$ cat src/rtl/fp_align_pkg.sv
// Shared widths, operand payload type and helpers for the FP add/sub alignment path.
package fp_align_pkg;

    localparam int unsigned SIZE_EXP  = 8;
    localparam int unsigned SIZE_MAN  = 23;
    localparam int unsigned SIZE_DIFF = 5;
    localparam int unsigned DIFF_MAX  = (1 << SIZE_DIFF) - 1;

    // Unpacked FP operand as it travels between datapath blocks (hidden bit excluded).
    typedef struct packed {
        logic                sign;
        logic [SIZE_EXP-1:0] exp;
        logic [SIZE_MAN-1:0] man;
    } fp_operand_t;

    // Unsigned distance between two exponents, one bit wider so it never wraps.
    function automatic logic [SIZE_EXP:0] exp_distance(
        input logic [SIZE_EXP-1:0] exp_g,
        input logic [SIZE_EXP-1:0] exp_l
    );
        return {1'b0, exp_g} - {1'b0, exp_l};
    endfunction

endpackage

$ cat src/rtl/fp_align_swap_pipe_mag_compare.sv
// Combinational magnitude compare: flags a < b by exponent, optionally tie-broken by mantissa.
module mag_compare #(
    parameter int unsigned SIZE_EXP = fp_align_pkg::SIZE_EXP,
    parameter int unsigned SIZE_MAN = fp_align_pkg::SIZE_MAN
) (
    input  fp_align_pkg::fp_operand_t a,
    input  fp_align_pkg::fp_operand_t b,
    input  logic                      mode,
    output logic                      less_c
);
    import fp_align_pkg::*;

    logic [SIZE_EXP-1:0] exp_a;
    logic [SIZE_EXP-1:0] exp_b;
    logic [SIZE_MAN-1:0] man_a;
    logic [SIZE_MAN-1:0] man_b;
    logic                exp_lt;
    logic                exp_eq;
    logic                man_lt;

    assign exp_a = a.exp;
    assign exp_b = b.exp;
    assign man_a = a.man;
    assign man_b = b.man;

    // Signs are ignored: ordering is by magnitude only; equal magnitudes report not-less.
    always_comb begin
        exp_lt = (exp_a < exp_b);
        exp_eq = (exp_a == exp_b);
        man_lt = (man_a < man_b);
        less_c = exp_lt | (mode & exp_eq & man_lt);
    end

endmodule

$ cat src/rtl/fp_align_swap_pipe.sv
// Two-stage operand order/swap unit feeding the alignment shifter of the FP adder.
module fp_align_swap_pipe #(
    parameter int unsigned SIZE_EXP  = fp_align_pkg::SIZE_EXP,
    parameter int unsigned SIZE_MAN  = fp_align_pkg::SIZE_MAN,
    parameter int unsigned SIZE_DIFF = fp_align_pkg::SIZE_DIFF
) (
    input  logic                 i_clk,
    input  logic                 i_rst,
    input  logic                 i_mode,
    input  logic                 i_valid,
    output logic                 o_ready,
    input  logic                 i_sign_a,
    input  logic [SIZE_EXP-1:0]  i_exp_a,
    input  logic [SIZE_MAN-1:0]  i_man_a,
    input  logic                 i_sign_b,
    input  logic [SIZE_EXP-1:0]  i_exp_b,
    input  logic [SIZE_MAN-1:0]  i_man_b,
    output logic                 o_valid,
    input  logic                 i_ready,
    output logic                 o_swap,
    output logic                 o_sign_g,
    output logic [SIZE_EXP-1:0]  o_exp_g,
    output logic [SIZE_MAN-1:0]  o_man_g,
    output logic                 o_sign_l,
    output logic [SIZE_EXP-1:0]  o_exp_l,
    output logic [SIZE_MAN-1:0]  o_man_l,
    output logic [SIZE_DIFF-1:0] o_exp_diff,
    output logic                 o_diff_sat
);
    import fp_align_pkg::*;

    localparam int unsigned     RAW_W     = SIZE_EXP + 1;
    localparam logic [RAW_W-1:0] SAT_LIMIT = RAW_W'((1 << SIZE_DIFF) - 1);

    fp_operand_t            op_a;
    fp_operand_t            op_b;
    fp_operand_t            great_c;
    fp_operand_t            lesser_c;
    logic                   swap_c;
    logic [RAW_W-1:0]       raw_diff_c;

    logic                   stage2_en_c;
    logic                   stage1_en_c;

    logic                   v1;
    logic                   swap1;
    fp_operand_t            great1;
    fp_operand_t            lesser1;
    logic [RAW_W-1:0]       raw_diff1;

    logic                   sat_c;
    logic [SIZE_DIFF-1:0]   diff_sat_c;

    logic                   v2;
    logic                   swap2;
    fp_operand_t            great2;
    fp_operand_t            lesser2;
    logic [SIZE_DIFF-1:0]   diff2;
    logic                   sat2;

    assign op_a = '{sign: i_sign_a, exp: i_exp_a, man: i_man_a};
    assign op_b = '{sign: i_sign_b, exp: i_exp_b, man: i_man_b};

    // B strictly greater than A means the operands are exchanged.
    mag_compare #(
        .SIZE_EXP (SIZE_EXP),
        .SIZE_MAN (SIZE_MAN)
    ) u_mag_compare (
        .a      (op_a),
        .b      (op_b),
        .mode   (i_mode),
        .less_c (swap_c)
    );

    // Order operands and take the exponent distance; a mantissa-only swap leaves it at zero.
    always_comb begin
        great_c    = swap_c ? op_b : op_a;
        lesser_c   = swap_c ? op_a : op_b;
        raw_diff_c = exp_distance(great_c.exp, lesser_c.exp);
    end

    // Stage enables: each stage moves when its successor is empty or draining.
    always_comb begin
        stage2_en_c = ~v2 | i_ready;
        stage1_en_c = ~v1 | stage2_en_c;
    end

    assign o_ready = stage1_en_c;

    // Stage 1 capture of ordered operands, raw distance and swap flag.
    always_ff @(posedge i_clk) begin
        if (i_rst) begin
            v1        <= 1'b0;
            swap1     <= 1'b0;
            great1    <= '0;
            lesser1   <= '0;
            raw_diff1 <= '0;
        end else if (stage1_en_c) begin
            v1 <= i_valid;
            if (i_valid) begin
                swap1     <= swap_c;
                great1    <= great_c;
                lesser1   <= lesser_c;
                raw_diff1 <= raw_diff_c;
            end
        end
    end

    // Clamp the distance to what the shifter control field can express.
    always_comb begin
        sat_c      = (raw_diff1 > SAT_LIMIT);
        diff_sat_c = sat_c ? SIZE_DIFF'(SAT_LIMIT) : raw_diff1[SIZE_DIFF-1:0];
    end

    // Stage 2 output registers; hold while downstream stalls.
    always_ff @(posedge i_clk) begin
        if (i_rst) begin
            v2      <= 1'b0;
            swap2   <= 1'b0;
            great2  <= '0;
            lesser2 <= '0;
            diff2   <= '0;
            sat2    <= 1'b0;
        end else if (stage2_en_c) begin
            v2 <= v1;
            if (v1) begin
                swap2   <= swap1;
                great2  <= great1;
                lesser2 <= lesser1;
                diff2   <= diff_sat_c;
                sat2    <= sat_c;
            end
        end
    end

    assign o_valid    = v2;
    assign o_swap     = swap2;
    assign o_sign_g   = great2.sign;
    assign o_exp_g    = great2.exp;
    assign o_man_g    = great2.man;
    assign o_sign_l   = lesser2.sign;
    assign o_exp_l    = lesser2.exp;
    assign o_man_l    = lesser2.man;
    assign o_exp_diff = diff2;
    assign o_diff_sat = sat2;

endmodule
$ cat config.mk
export PLATFORM = sky130hd
export DESIGN_NAME = fp_align_swap_pipe
export DESIGN_NICKNAME = d
export VERILOG_FILES = /design/src/rtl/fp_align_pkg.sv /design/src/rtl/fp_align_swap_pipe_mag_compare.sv /design/src/rtl/fp_align_swap_pipe.sv
export SDC_FILE = /design/constraint.sdc
export NUM_CORES = 1
export LEC_CHECK = 0
export ABC_AREA = 1
export BUFFER_PORTS_ARGS = -buffer_cell sky130_fd_sc_hd__buf_2
export CORE_MARGIN = 2
export CORE_UTILIZATION = 55
export DETAILED_ROUTE_END_ITERATION = 16
export PLACE_DENSITY = 0.83
export SYNTH_ARGS = -nofsm -noshare
export SYNTH_HDL_FRONTEND = slang
export SYNTH_SLANG_ARGS = --single-unit
$ cat constraint.sdc
create_clock -name i_clk -period 2.6 [get_ports i_clk]
set_input_delay 0.13 -clock i_clk [delete_from_list [all_inputs] [get_ports i_clk]]
set_output_delay 0.13 -clock i_clk [all_outputs]
set_load 0.03 [all_outputs]
# == Word level (Yosys, flattened, before mapping) ==
# Cells that the tools add are included.
# word_totals
reg_bits,147
in_bits,69
output_inout_bits,73
elab_cells,36
# classes
add_sub_neg,1
n_lt_le_gt_ge,3
eq_ne,1
muxes,3
n_bitwise,7
n_reduce_logical,2
# op_table
cell,count
$mux W32,2
$lt A23 B23 Y1,1
$gt A9 B5 Y1 const B,1
$sub A8 B8 Y9,1
$eq A8 B8 Y1,1
$lt A8 B8 Y1,1
$mux W5,1
$reduce_and A2 Y1,2
$or A1 B1 Y1,3
$and A1 B1 Y1,2
$not A1 Y1,2

# == Logic depth before layout (Yosys ltp) ==
# depth
word_depth,6
depth_mapped,23
depth_no_buf,23

# == Cells and area by module ==
# Synthesis repeated with hierarchy kept, for this count alone.
# hier_totals
hier_cells,993
area_unflattened_um2,7031.7
# modules_own_cells
mod,instances,cells_each,area_per_inst_um2,seq_area_each_um2
fp_align_swap_pipe,1,850,6187.2,2942.8
mag_compare,1,143,844.6,0.0

# == Worst setup path before layout ==
# Ideal clock, no wire load.
# synth_path
path_kind,input to register
startpoint,input port i_exp_b[3]
endpoint,register raw_diff1[4]
setup_time_ns,0.109
arrival_ns,2.127
required_time_ns,2.491
setup_slack_ns,0.364
stages,22
path_buffers,0
cell_sequence,inv_1 > ha_1 > nand2_1 > inv_2 > nand2_2 > nor2_2 > nand3_2 > nor2_4 > nand3_4 > nand2_8 > nand2_1 > nand2_1 > nand2_1 > ha_1 > inv_1 > nand2_1 > nand2_1 > nand3_1 > a21oi_1 > o21ai_0 > nand2_1 > inv_1
# synth_via
elab_chain_len,6
elab_cells_between_ends,8
cone_classes,1 x add/sub; 1 x order compare; 1 x eq/ne; 2 x mux; 3 x bitwise
# synth_lines
element,line,text
from (decl),fp_align_swap_pipe.sv:16,"input logic [SIZE_EXP-1:0] i_exp_b,"
"parallel branches: the longest is 5 deep, another holds $lt A8 B8 Y1",--,
$sub A8 B8 Y9 (*),fp_align_pkg.sv:21,"return {1'b0, exp_g} - {1'b0, exp_l};"
to (signal assigned),fp_align_swap_pipe.sv:104,raw_diff1 <= raw_diff_c;
to (decl),fp_align_swap_pipe.sv:49,logic [RAW_W-1:0] raw_diff1;
# Mark *: on every way between the ends.
# A chain may end at the register's enable or synchronous reset.

# == Worst setup path after layout ==
# layout_path
startpoint,input port i_man_b[22]
endpoint,register raw_diff1[4]
# layout_via
elab_chain_len,5
elab_cells_between_ends,6
cone_classes,1 x add/sub; 1 x order compare; 2 x mux; 2 x bitwise
# layout_lines
element,line,text
from (decl),fp_align_swap_pipe.sv:17,"input logic [SIZE_MAN-1:0] i_man_b,"
$lt A23 B23 Y1 (*),fp_align_swap_pipe_mag_compare.sv:30,man_lt = (man_a < man_b);
$and A1 B1 Y1 (*),fp_align_swap_pipe_mag_compare.sv:31,less_c = exp_lt | (mode & exp_eq & man_lt);
$or A1 B1 Y1 (*),fp_align_swap_pipe_mag_compare.sv:31,
$mux W32 (on tied branches),"fp_align_swap_pipe.sv:77, fp_align_swap_pipe.sv:78",
$sub A8 B8 Y9 (*),fp_align_pkg.sv:21,
# Mark *: on every way between the ends. The rest lies on a longest branch, timed or not.

==> results.toml <==
[routing]
drc = 0
post_drt_wl_per_cell_um = 14.0
firstDrtPassIters = 7
post_detailed_route_count_of_antenna_violating_nets = 0
via_per_inst = 5.17
dr.first_iter.drc_count = 470
wirelength_mm = 17.9
vias = 6599

[synth]
postSynthCellCount = 973
postSynth.asyncResetShare_pct = 0
dominantRegCellSynth = "dfxtp_1"
syn_area_sq_um = 6900
ys_types = 30
synth_area_per_cell_sq_um = 7.09
synthesis.yosys.warnings = 0
synth_nets = 1073
synth.ff_latch_count = 147
number_of_enable_type_register_cells_in_the_synthesized_netlist = 0
ys_seq_area_share_pct = 42.7

[floorplan]
pin_count = 142
die_y_um = 116
die_width_um = 116
fp.dieArea_sq_um = 13500
initial_core_util_pct = 57.0
placement_rows = 40
core_area_sq_um = 12100

[grt]
grt_start_max_net_pins = 70
grt_pass1_vias = 5724
number_of_antenna_violations_at_the_first_check_in_global_routing = 2
grt_util_all_layers_pct = 26.9
wire_length_of_the_first_global_routing_pass_mm = 28.1
grt.overflow.total = 0

[clocking]
cts_max_path_buffers = 2
clock_sink_count = 147
htree_num_levels = 4
ctsHoldBuffers = 0
cts_tree = "built"
post-cts-setup-buffer-count = 0
cts.root.buffer_cell = "clkbuf_16"
worstSkewPairLatency_ns = 0.43
cts.reportedPaths.clkPinSlew_ns = 0.06
cts_made_buffers = 17
resized_after_cts = 0

[sta]
finalSetupTns_ns = 0
skew_ns = 0.00656
max_freq_mhz = 464
setup_viol = 0
worst_slew_pin_slew_ns = 0.748
period_minus_slack_ns = 2.15
min_period_over_period_pct = 82.8
max-slew-margin-rel_pct = 50.1
unrepaired_setup_endpoints_after_global_routing = "false"
holdWs_ns = 0.0293
final_max_slew_viol_count = 0
finalHoldViolCount = 0

[pwr]
power.density_cell_area_nw_per_um2 = 745
leakage_nw = 4.11
logic_pwr_share_pct = 18.8
p_seq_share_pct = 40.7
clkPwrFrac_pct = 40.6
power.internal_mw = 4.41
peakVddDrop_v = 0.000471
power_switching_mw = 1.80
swShare_pct = 29.0

[setup_path]
worstSetupPathType = "in -> reg"
reg2reg_slack_ns = 0.95
critPathMaxFanout = 5
slowest_stage = "ha_1"
timing.critical_path.mode_cell = "nand2_1"
crit_path_end_kind = "flop"
critical_path.max_stage_delay_ns = 0.35
critical_path_arrival_ns = 2.48
path_cells = "buf_2 > inv_1 > ha_1 > nand2_1 > nor2_1 > nand3_1 > nor2_1 > nor2_4 > nand3_4 > nand3_1 > nand2_1 > nand2_1 > ha_1 > inv_1 > nand2_1 > nand2_1 > nand3_1 > a21oi_1 > o21ai_0 > nand2_1 > inv_1"
kind_of_start_point_of_the_critical_path = "input pin"
crit_required_ns = 2.93

[outcome]
run_status = "finished, final reports clean"

[finish]
final_nets = 1194
final_layout_size_suffix_gt1_share_pct = 19.1
layout.cells.most_common_list = "186 x nand2_1, 158 x nor2_1, 147 x dfxtp_1, 141 x buf_2, 110 x o21ai_0"
area_growth_synth_to_finish_pct = 21.0
final_area_sq_um = 8340
mostFrequentLayoutCell = "nand2_1"
final-instance-count-excl-fill = 1277

[placed_design]
port_buffers = 141
dpl.cell_count = 1243
dp.final_hpwl_mm = 12.1
detailed_place.area_sq_um = 7730
finalWeightedCongestion = 0.937

[flow_run]
drv_cap = 0

[min_path]
hp-class = "in -> reg"
==> cell families after synthesis <==
group                    share of synthesized area, %
flip-flops                                       42.7
AO/OA/AOI/OAI                                    20.1
XOR/XNOR                                        0.254
buffers and inverters                            9.14
AND/OR/NAND/NOR                                  22.3
adder cells (fa/ha/maj)                          5.62
==> cell type report <==
type	instances	area, sq um
clock inverter	8	125
clock buffer	24	482
antenna	2	5.00
tap	168	210
fill	1046	3770
timing repair buffer	161	881
inverter	98	368
sequential	147	2940
multi-input combinational	669	3330
==> sequential cells by signal, indices dropped and copies added (netlist names), 5 cells and up <==
signal and flops:
raw_diff1 9, o_man_g 23, o_exp_g 8, lesser1 32, great1 32, o_exp_l 8
o_exp_diff 5, o_man_l 23
==> synth_stat cells (5+ instances only) <==
library cell  instances  share of area (%)
ha_1                 31                5.6
a21oi_1             101                7.3
o21ai_0             110                8.0
nand2_1             188                 10
o21ai_1               5               0.36
clkbuf_1             48                2.6
o211ai_1             33                3.6
buf_2                 5               0.36
nand3_1              23                1.7
inv_1                95                5.2
nor2_1              158                8.6
dfxtp_1             147                 43
==> power by group through the flow <==
stage                     registers [mW]  logic, mW  clock network [mW]
after CTS                           2.53       1.16                2.54
after global placement              2.56       1.13                   0
after floorplan                     2.71      0.668                   0
final                               2.53       1.17                2.52
after global routing                2.55       1.30                2.63
after detailed placement            2.57       1.15                   0
==> critical path: cells and delay by family <==
family / cells / cell delay, ns
simple gates: 13 / 1.39
compound gates: 2 / 0.21
fa+ha+maj: 2 / 0.53
buf+inv: 4 / 0.23
==> routing by layer <==
layer	wire length [um]	track usage, %	share of wire [%]	vias up
li1	-	-	-	3401
met2	7810	40.2	44	224
met4	389	11.0	2.2	0
met1	8380	38.0	47	2941
met5	0	0	0	-
met3	1280	5.81	7.2	33
==> through the flow <==
step | setup slack, ns | power [mW] | util, %
floorplan | 0.364 | 3.38 | -
global placement | 0.0539 | 3.70 | 63.8
detailed placement | 0.0132 | 3.72 | 63.8
CTS | 0.450 | 6.22 | 68.8
global route | 0.107 | 6.47 | 68.8
finish | 0.446 | 6.21 | 68.9
==> final timing paths <==
kind               startpoint           end  cells after the start
setup / recovery  i_man_b[22]  raw_diff1[4]                     21
hold / removal        i_ready       o_valid                      4
setup reg to reg      o_valid   o_man_l[17]                      6
hold reg to reg   lesser1[14]   lesser1[14]                      2
Note: power is estimated with default switching activity, not from simulation.
